===== src/rtl/rtc_pkg.sv =====
// Shared types and constants for the rtc_timer core.
package rtc_pkg;

  typedef enum logic [1:0] {
    StIdle,
    StRun,
    StPause,
    StDone
  } rtc_state_e;

  localparam int unsigned SEC_MAX = 59;
  localparam int unsigned MIN_MAX = 59;

  localparam logic MODE_UP   = 1'b0;
  localparam logic MODE_DOWN = 1'b1;

endpackage


===== src/rtl/rtc_prescaler.sv =====
// Divides clk down to a once-per-second terminal count; counts only while enabled.
module rtc_prescaler #(
  parameter int unsigned TICK_DIV = 50_000_000
) (
  input  logic clk,
  input  logic rst,
  input  logic clr,
  input  logic en,
  output logic tc
);

  localparam int unsigned CntW = $clog2(TICK_DIV);
  localparam logic [CntW-1:0] CntMax = CntW'(TICK_DIV - 1);

  logic [CntW-1:0] cnt_q;

  // Terminal count is raw; the caller qualifies it with its own enable.
  assign tc = (cnt_q == CntMax);

  // Count 0..TICK_DIV-1 while enabled, hold otherwise.
  always_ff @(posedge clk) begin
    if (rst || clr) begin
      cnt_q <= '0;
    end else if (en) begin
      cnt_q <= tc ? '0 : cnt_q + CntW'(1);
    end
  end

endmodule


===== src/rtl/rtc_timer.sv =====
// hh:mm:ss real-time clock / timer: up-count with alarm target or countdown to zero.
module rtc_timer
  import rtc_pkg::*;
#(
  parameter int unsigned TICK_DIV = 50_000_000,
  parameter int unsigned HR_W     = 5,
  parameter int unsigned MAX_HR   = 23
) (
  input  logic            clk,
  input  logic            rst,
  input  logic            start,
  input  logic            stop,
  input  logic            clear,
  input  logic            mode,
  input  logic            load,
  input  logic [HR_W-1:0] load_hr,
  input  logic [5:0]      load_min,
  input  logic [5:0]      load_sec,
  input  logic [HR_W-1:0] tgt_hr,
  input  logic [5:0]      tgt_min,
  input  logic [5:0]      tgt_sec,
  output logic [HR_W-1:0] hr,
  output logic [5:0]      min,
  output logic [5:0]      sec,
  output logic            tick,
  output logic            running,
  output logic            done
);

  localparam logic [HR_W-1:0] HrMax  = HR_W'(MAX_HR);
  localparam logic [5:0]      MinMax = 6'(MIN_MAX);
  localparam logic [5:0]      SecMax = 6'(SEC_MAX);

  rtc_state_e      state_q, state_d;
  logic [HR_W-1:0] hr_q, hr_d, tgt_hr_q, tgt_hr_d;
  logic [5:0]      min_q, min_d, tgt_min_q, tgt_min_d;
  logic [5:0]      sec_q, sec_d, tgt_sec_q, tgt_sec_d;
  logic            mode_q, mode_d;
  logic            tick_q, tick_d;
  logic            pre_clr, pre_en, pre_tc;
  logic            load_ok;

  logic [HR_W-1:0] inc_hr, dec_hr, ld_hr;
  logic [5:0]      inc_min, dec_min, ld_min;
  logic [5:0]      inc_sec, dec_sec, ld_sec;
  logic            time_zero, dec_zero, tgt_zero, inc_hit;

  rtc_prescaler #(
    .TICK_DIV(TICK_DIV)
  ) u_prescaler (
    .clk(clk),
    .rst(rst),
    .clr(pre_clr),
    .en (pre_en),
    .tc (pre_tc)
  );

  assign ld_hr  = (load_hr > HrMax) ? HrMax : load_hr;
  assign ld_min = (load_min > MinMax) ? MinMax : load_min;
  assign ld_sec = (load_sec > SecMax) ? SecMax : load_sec;

  assign time_zero = (hr_q == '0) && (min_q == '0) && (sec_q == '0);
  assign dec_zero  = (dec_hr == '0) && (dec_min == '0) && (dec_sec == '0);
  assign tgt_zero  = (tgt_hr_q == '0) && (tgt_min_q == '0) && (tgt_sec_q == '0);
  assign inc_hit   = (inc_hr == tgt_hr_q) && (inc_min == tgt_min_q) && (inc_sec == tgt_sec_q);

  // Candidate next times one second up and one second down, with carry/borrow.
  always_comb begin
    inc_hr  = hr_q;
    inc_min = min_q;
    inc_sec = sec_q + 6'd1;
    if (sec_q == SecMax) begin
      inc_sec = '0;
      inc_min = min_q + 6'd1;
      if (min_q == MinMax) begin
        inc_min = '0;
        inc_hr  = (hr_q == HrMax) ? '0 : hr_q + HR_W'(1);
      end
    end
    dec_hr  = hr_q;
    dec_min = min_q;
    dec_sec = sec_q - 6'd1;
    if (sec_q == '0) begin
      dec_sec = SecMax;
      dec_min = min_q - 6'd1;
      if (min_q == '0) begin
        dec_min = MinMax;
        dec_hr  = hr_q - HR_W'(1);
      end
    end
  end

  // Next-state and datapath update; priority clear > stop > start > load.
  always_comb begin
    state_d   = state_q;
    hr_d      = hr_q;
    min_d     = min_q;
    sec_d     = sec_q;
    mode_d    = mode_q;
    tgt_hr_d  = tgt_hr_q;
    tgt_min_d = tgt_min_q;
    tgt_sec_d = tgt_sec_q;
    tick_d    = 1'b0;
    pre_clr   = 1'b0;
    pre_en    = 1'b0;
    load_ok   = 1'b0;
    if (clear) begin
      state_d = StIdle;
      hr_d    = '0;
      min_d   = '0;
      sec_d   = '0;
      pre_clr = 1'b1;
    end else begin
      unique case (state_q)
        StIdle: begin
          if (!stop && start) begin
            state_d   = StRun;
            pre_clr   = 1'b1;
            mode_d    = mode;
            tgt_hr_d  = tgt_hr;
            tgt_min_d = tgt_min;
            tgt_sec_d = tgt_sec;
          end else if (!stop && load) begin
            load_ok = 1'b1;
          end
        end
        StRun: begin
          if (stop) begin
            state_d = StPause;
          end else if (mode_q == MODE_DOWN && time_zero) begin
            // Countdown started at zero: finish without ever ticking.
            state_d = StDone;
          end else begin
            pre_en = 1'b1;
            if (pre_tc) begin
              tick_d = 1'b1;
              if (mode_q == MODE_UP) begin
                hr_d  = inc_hr;
                min_d = inc_min;
                sec_d = inc_sec;
                if (!tgt_zero && inc_hit) state_d = StDone;
              end else begin
                hr_d  = dec_hr;
                min_d = dec_min;
                sec_d = dec_sec;
                if (dec_zero) state_d = StDone;
              end
            end
          end
        end
        StPause: begin
          if (!stop && start) begin
            state_d = StRun;
          end else if (!stop && load) begin
            load_ok = 1'b1;
          end
        end
        StDone: begin
          if (!stop && load) load_ok = 1'b1;
        end
        default: state_d = StIdle;
      endcase
      if (load_ok) begin
        hr_d  = ld_hr;
        min_d = ld_min;
        sec_d = ld_sec;
      end
    end
  end

  // State and datapath registers with synchronous reset.
  always_ff @(posedge clk) begin
    if (rst) begin
      state_q   <= StIdle;
      hr_q      <= '0;
      min_q     <= '0;
      sec_q     <= '0;
      mode_q    <= MODE_UP;
      tgt_hr_q  <= '0;
      tgt_min_q <= '0;
      tgt_sec_q <= '0;
      tick_q    <= 1'b0;
    end else begin
      state_q   <= state_d;
      hr_q      <= hr_d;
      min_q     <= min_d;
      sec_q     <= sec_d;
      mode_q    <= mode_d;
      tgt_hr_q  <= tgt_hr_d;
      tgt_min_q <= tgt_min_d;
      tgt_sec_q <= tgt_sec_d;
      tick_q    <= tick_d;
    end
  end

  // Outputs decoded from registered state.
  always_comb begin
    running = (state_q == StRun);
    done    = (state_q == StDone);
    hr      = hr_q;
    min     = min_q;
    sec     = sec_q;
    tick    = tick_q;
  end

endmodule

===== config.mk =====
export PLATFORM = sky130hd
export DESIGN_NAME = rtc_timer
export DESIGN_NICKNAME = d
export VERILOG_FILES = /design/src/rtl/rtc_pkg.sv /design/src/rtl/rtc_prescaler.sv /design/src/rtl/rtc_timer.sv
export SDC_FILE = /design/constraint.sdc
export NUM_CORES = 1
export LEC_CHECK = 0
export BUFFER_PORTS_ARGS = -buffer_cell sky130_fd_sc_hd__buf_2
export CAP_MARGIN = 0
export CORE_AREA = 2 2 79 156
export CTS_CLUSTER_SIZE = 20
export DETAILED_ROUTE_END_ITERATION = 8
export DIE_AREA = 0 0 81 158
export GPL_ROUTABILITY_DRIVEN = 0
export PLACE_DENSITY = 0.71
export SLEW_MARGIN = 20
export SYNTH_ARGS = -nofsm -noshare
export SYNTH_HDL_FRONTEND = slang
export SYNTH_SLANG_ARGS = --single-unit

===== constraint.sdc =====
create_clock -name clk -period 2.5 [get_ports clk]
set_clock_uncertainty 0.15 [all_clocks]
set_input_delay 0.125 -clock clk [delete_from_list [all_inputs] [get_ports clk]]
set_output_delay 0.125 -clock clk [all_outputs]
set_load 0.02 [all_outputs]

==> results.txt <==
worst hold slack - 0.01553 ns
DIE HEIGHT - 158 um
share of layout cells above drive strength 1 - 26.19%
top_reg_cell synth - dfxtp_1
Slew headroom - 50.45%
ys async rst share - 0%
critical path fanouts, max - 12
Worst-Skew Late Latency - 0.34 ns
Arr. time, crit path - 2.62 ns
vias per inst - 6.092
drt wl/cell - 19.00 um
Worst Path Required - 2.62 ns
first-pass GRT wire length - 27280 um
via count - 5605
Num CTS Buffers - 9
Final Power - 0.002989 W
post-synthesis sequential area ratio - 28.36%
largest cells by area after synthesis - dfxtp_1 (28%), nand2_1 (7.1%), a21oi_1 (6.6%)
Synth top area share - 28.36%
core area - 11630 sq um
peak supply drop - 404.4 uV
syn avg cell area - 7.229 sq um
Starting Density - 38.84%
FILL cells - 1102
final hold viol count - 0
die area - 12800 sq um
Ports - 61
Synth cell types - 71
Max Clk Rate - 400.0 MHz
n_diodes - 0
nets - 819
area leader, netlist - dfxtp_1
pwr/cell area - 472.6 nW/um^2
Finish-stage setup viols - 0
Mapped Cells - 625
EDFF count, synth - 0
Max Slew Vio Count - 0
Clock Path Buffers - 2
startpoint types - flip-flop
DR pass1 iterations - 9
Worst R2R Path Depth - 8
I/O Buffers - 60
root buf cell - clkbuf_16
DRT antenna net count - 0
Slew @ Worst Pin - 0.7410 ns
Worst-path clk slew - 0.06 ns
P_leak - 2.457 nW
# DRC - 0
H-tree Lvls - 3
YS warnings - 0
Total GRT Usage - 27.92%
synthesis-to-layout area growth - 39.96%
Worst Setup SP - sec[5]$_SDFFE_PP0P_
row cnt - 56
RR Startpoint - sec[5]$_SDFFE_PP0P_
largest net degree at the start of global routing - 35
initial antenna violation count - 0
total gr overflow - 0
worst hold stages - 3
fin crit share - 99.99%
CTS sink cnt - 64
RSZ-0062 raised after global routing - true
Hold Crit Class - in2reg
Mapped Area - 4518 sq um
Die X - 81 um
Tmin final - 2.500 ns
Setup CP Type - reg2reg
initial DRC count - 653
vias in the first global route - 5467
Worst setup EP type - flip-flop
CTS tree - built
final WL - 17480 um
max_cap viols - 0
Mapped Nets - 674
flops & latches, synth - 64
hold path startpoint - load_min[0]
dpl hpwl - 13020 um
status - finished clean
-- metal layers --
metal / share of wire [%] / up-vias / GRT usage [%]
li1: - / 2561 / -
met1: 33 / 2573 / 26.88
met2: 52 / 336 / 51.00
met3: 5.9 / 135 / 5.017
met4: 8.2 / 0 / 20.58
met5: 0 / - / 0
-- cell usage in the layout (no fill, tap or decap), types with 5 or more instances in the layout --
cell and n:
dfxtp_1 52, dlygate4sd3_1 30, nor4_1 11, dfxtp_2 9, clkbuf_16 9, and3_1 13, nor2_1 57, nor2b_1 6
buf_4 77, inv_1 23, o211ai_1 9, nand3_1 33, nand2b_1 6, a21oi_1 60, nand4_1 17, ha_1 5
xor2_1 21, xnor2_1 17, buf_2 60, o21ai_0 24, nand2_1 84, a31oi_1 12, nor3_1 17
-- critical path: stages (launching register included) --
cell and delay (ns):
dfxtp_2 0.40, buf_4 0.20, and3_1 0.29, nand2_1 0.10
nor4_1 0.43, mux2i_1 0.17, nor4b_2 0.46, a21oi_1 0.07
a21oi_1 0.16
-- through the flow --
step | utilization [%] | area [sq um] | std cells | setup WS [ns] | TNS [ns]
floorplan | - | 4574 | 625 | 0.002750 | 0
global placement | 46.74 | 5436 | 862 | -0.1298 | -0.1405
detailed placement | 46.74 | 5436 | 862 | -0.1811 | -0.3210
CTS | 52.70 | 6130 | 908 | 0.0006759 | 0
global route | 54.37 | 6324 | 920 | -0.1164 | -0.9595
finish | 54.37 | 6324 | 920 | 0.0001519 | 0
-- report_power, final --
group          total (W)  internal [W]  switching [W]
Sequential       0.00106       0.00103      0.0000258
Clock            0.00151      0.000988       0.000518
Combinational   0.000423      0.000193       0.000230
Total            0.00299       0.00222       0.000773
-- worst paths after layout --
path / end / slack [ns]
max: hr[4]$_SDFFE_PP0P_ / 0.0002
min: min[0]$_SDFFE_PP0P_ / 0.02
max reg2reg: hr[4]$_SDFFE_PP0P_ / 0.0002
min reg2reg: tgt_sec_q[4]$_SDFFE_PP0P_ / 0.35
-- sequential cells by signal (all words and copies together) (netlist names) --
| register | flops |
|---|---|
| u_prescaler.cnt_q | 26 |
| min | 6 |
| sec | 6 |
| tgt_min_q | 6 |
| tgt_sec_q | 6 |
| hr | 5 |
| tgt_hr_q | 5 |
| state_q | 2 |
| mode_q | 1 |
| tick | 1 |
-- logic make-up (layout without fill, tap and decap cells) --
group                      Yosys count  count (layout)  synth area share [%]
DFF                                 64              64                 28.36
xor gates and xnor gates            38              38                 7.366
muxes                                6               6                 1.357
and+or+nand+nor                    286             286                 32.46
adders and majority gates            9               9                 2.465
AOI/OAI and AO/OA                  159             159                 22.40
buffers and inverters               63             213                 5.594
-- cell type report --
class	instances	area, sq um	share of cell area [%]
inverters	25	93.84	1.484
well taps	145	181.4	2.869
repair buffers	172	1252	19.81
multi-input cells	498	3139	49.64
clock buffers	9	225.2	3.562
flip-flops and latches	64	1304	20.62
clock inverters	7	127.6	2.018
-- Yosys cell counts, drive strengths merged (9+ instances only) --
library cell,n
nand3,34
inv,24
o21ai,28
nand2,85
nor4,15
nand4,17
a21oi,60
nor2,58
o211ai,9
nor3,20
and3,13
a31oi,12
xor2,21
dfxtp,64
clkbuf,31
xnor2,17
-- repair_timing --
action	CTS	global route
hold buffers	30	0
gates resized for setup	7	31
buffers inserted	0	12
pin swaps	0	20
endpoints found under the setup margin	8	34
endpoints found under the hold margin	29	0
Power figures use the tool's default switching activity.
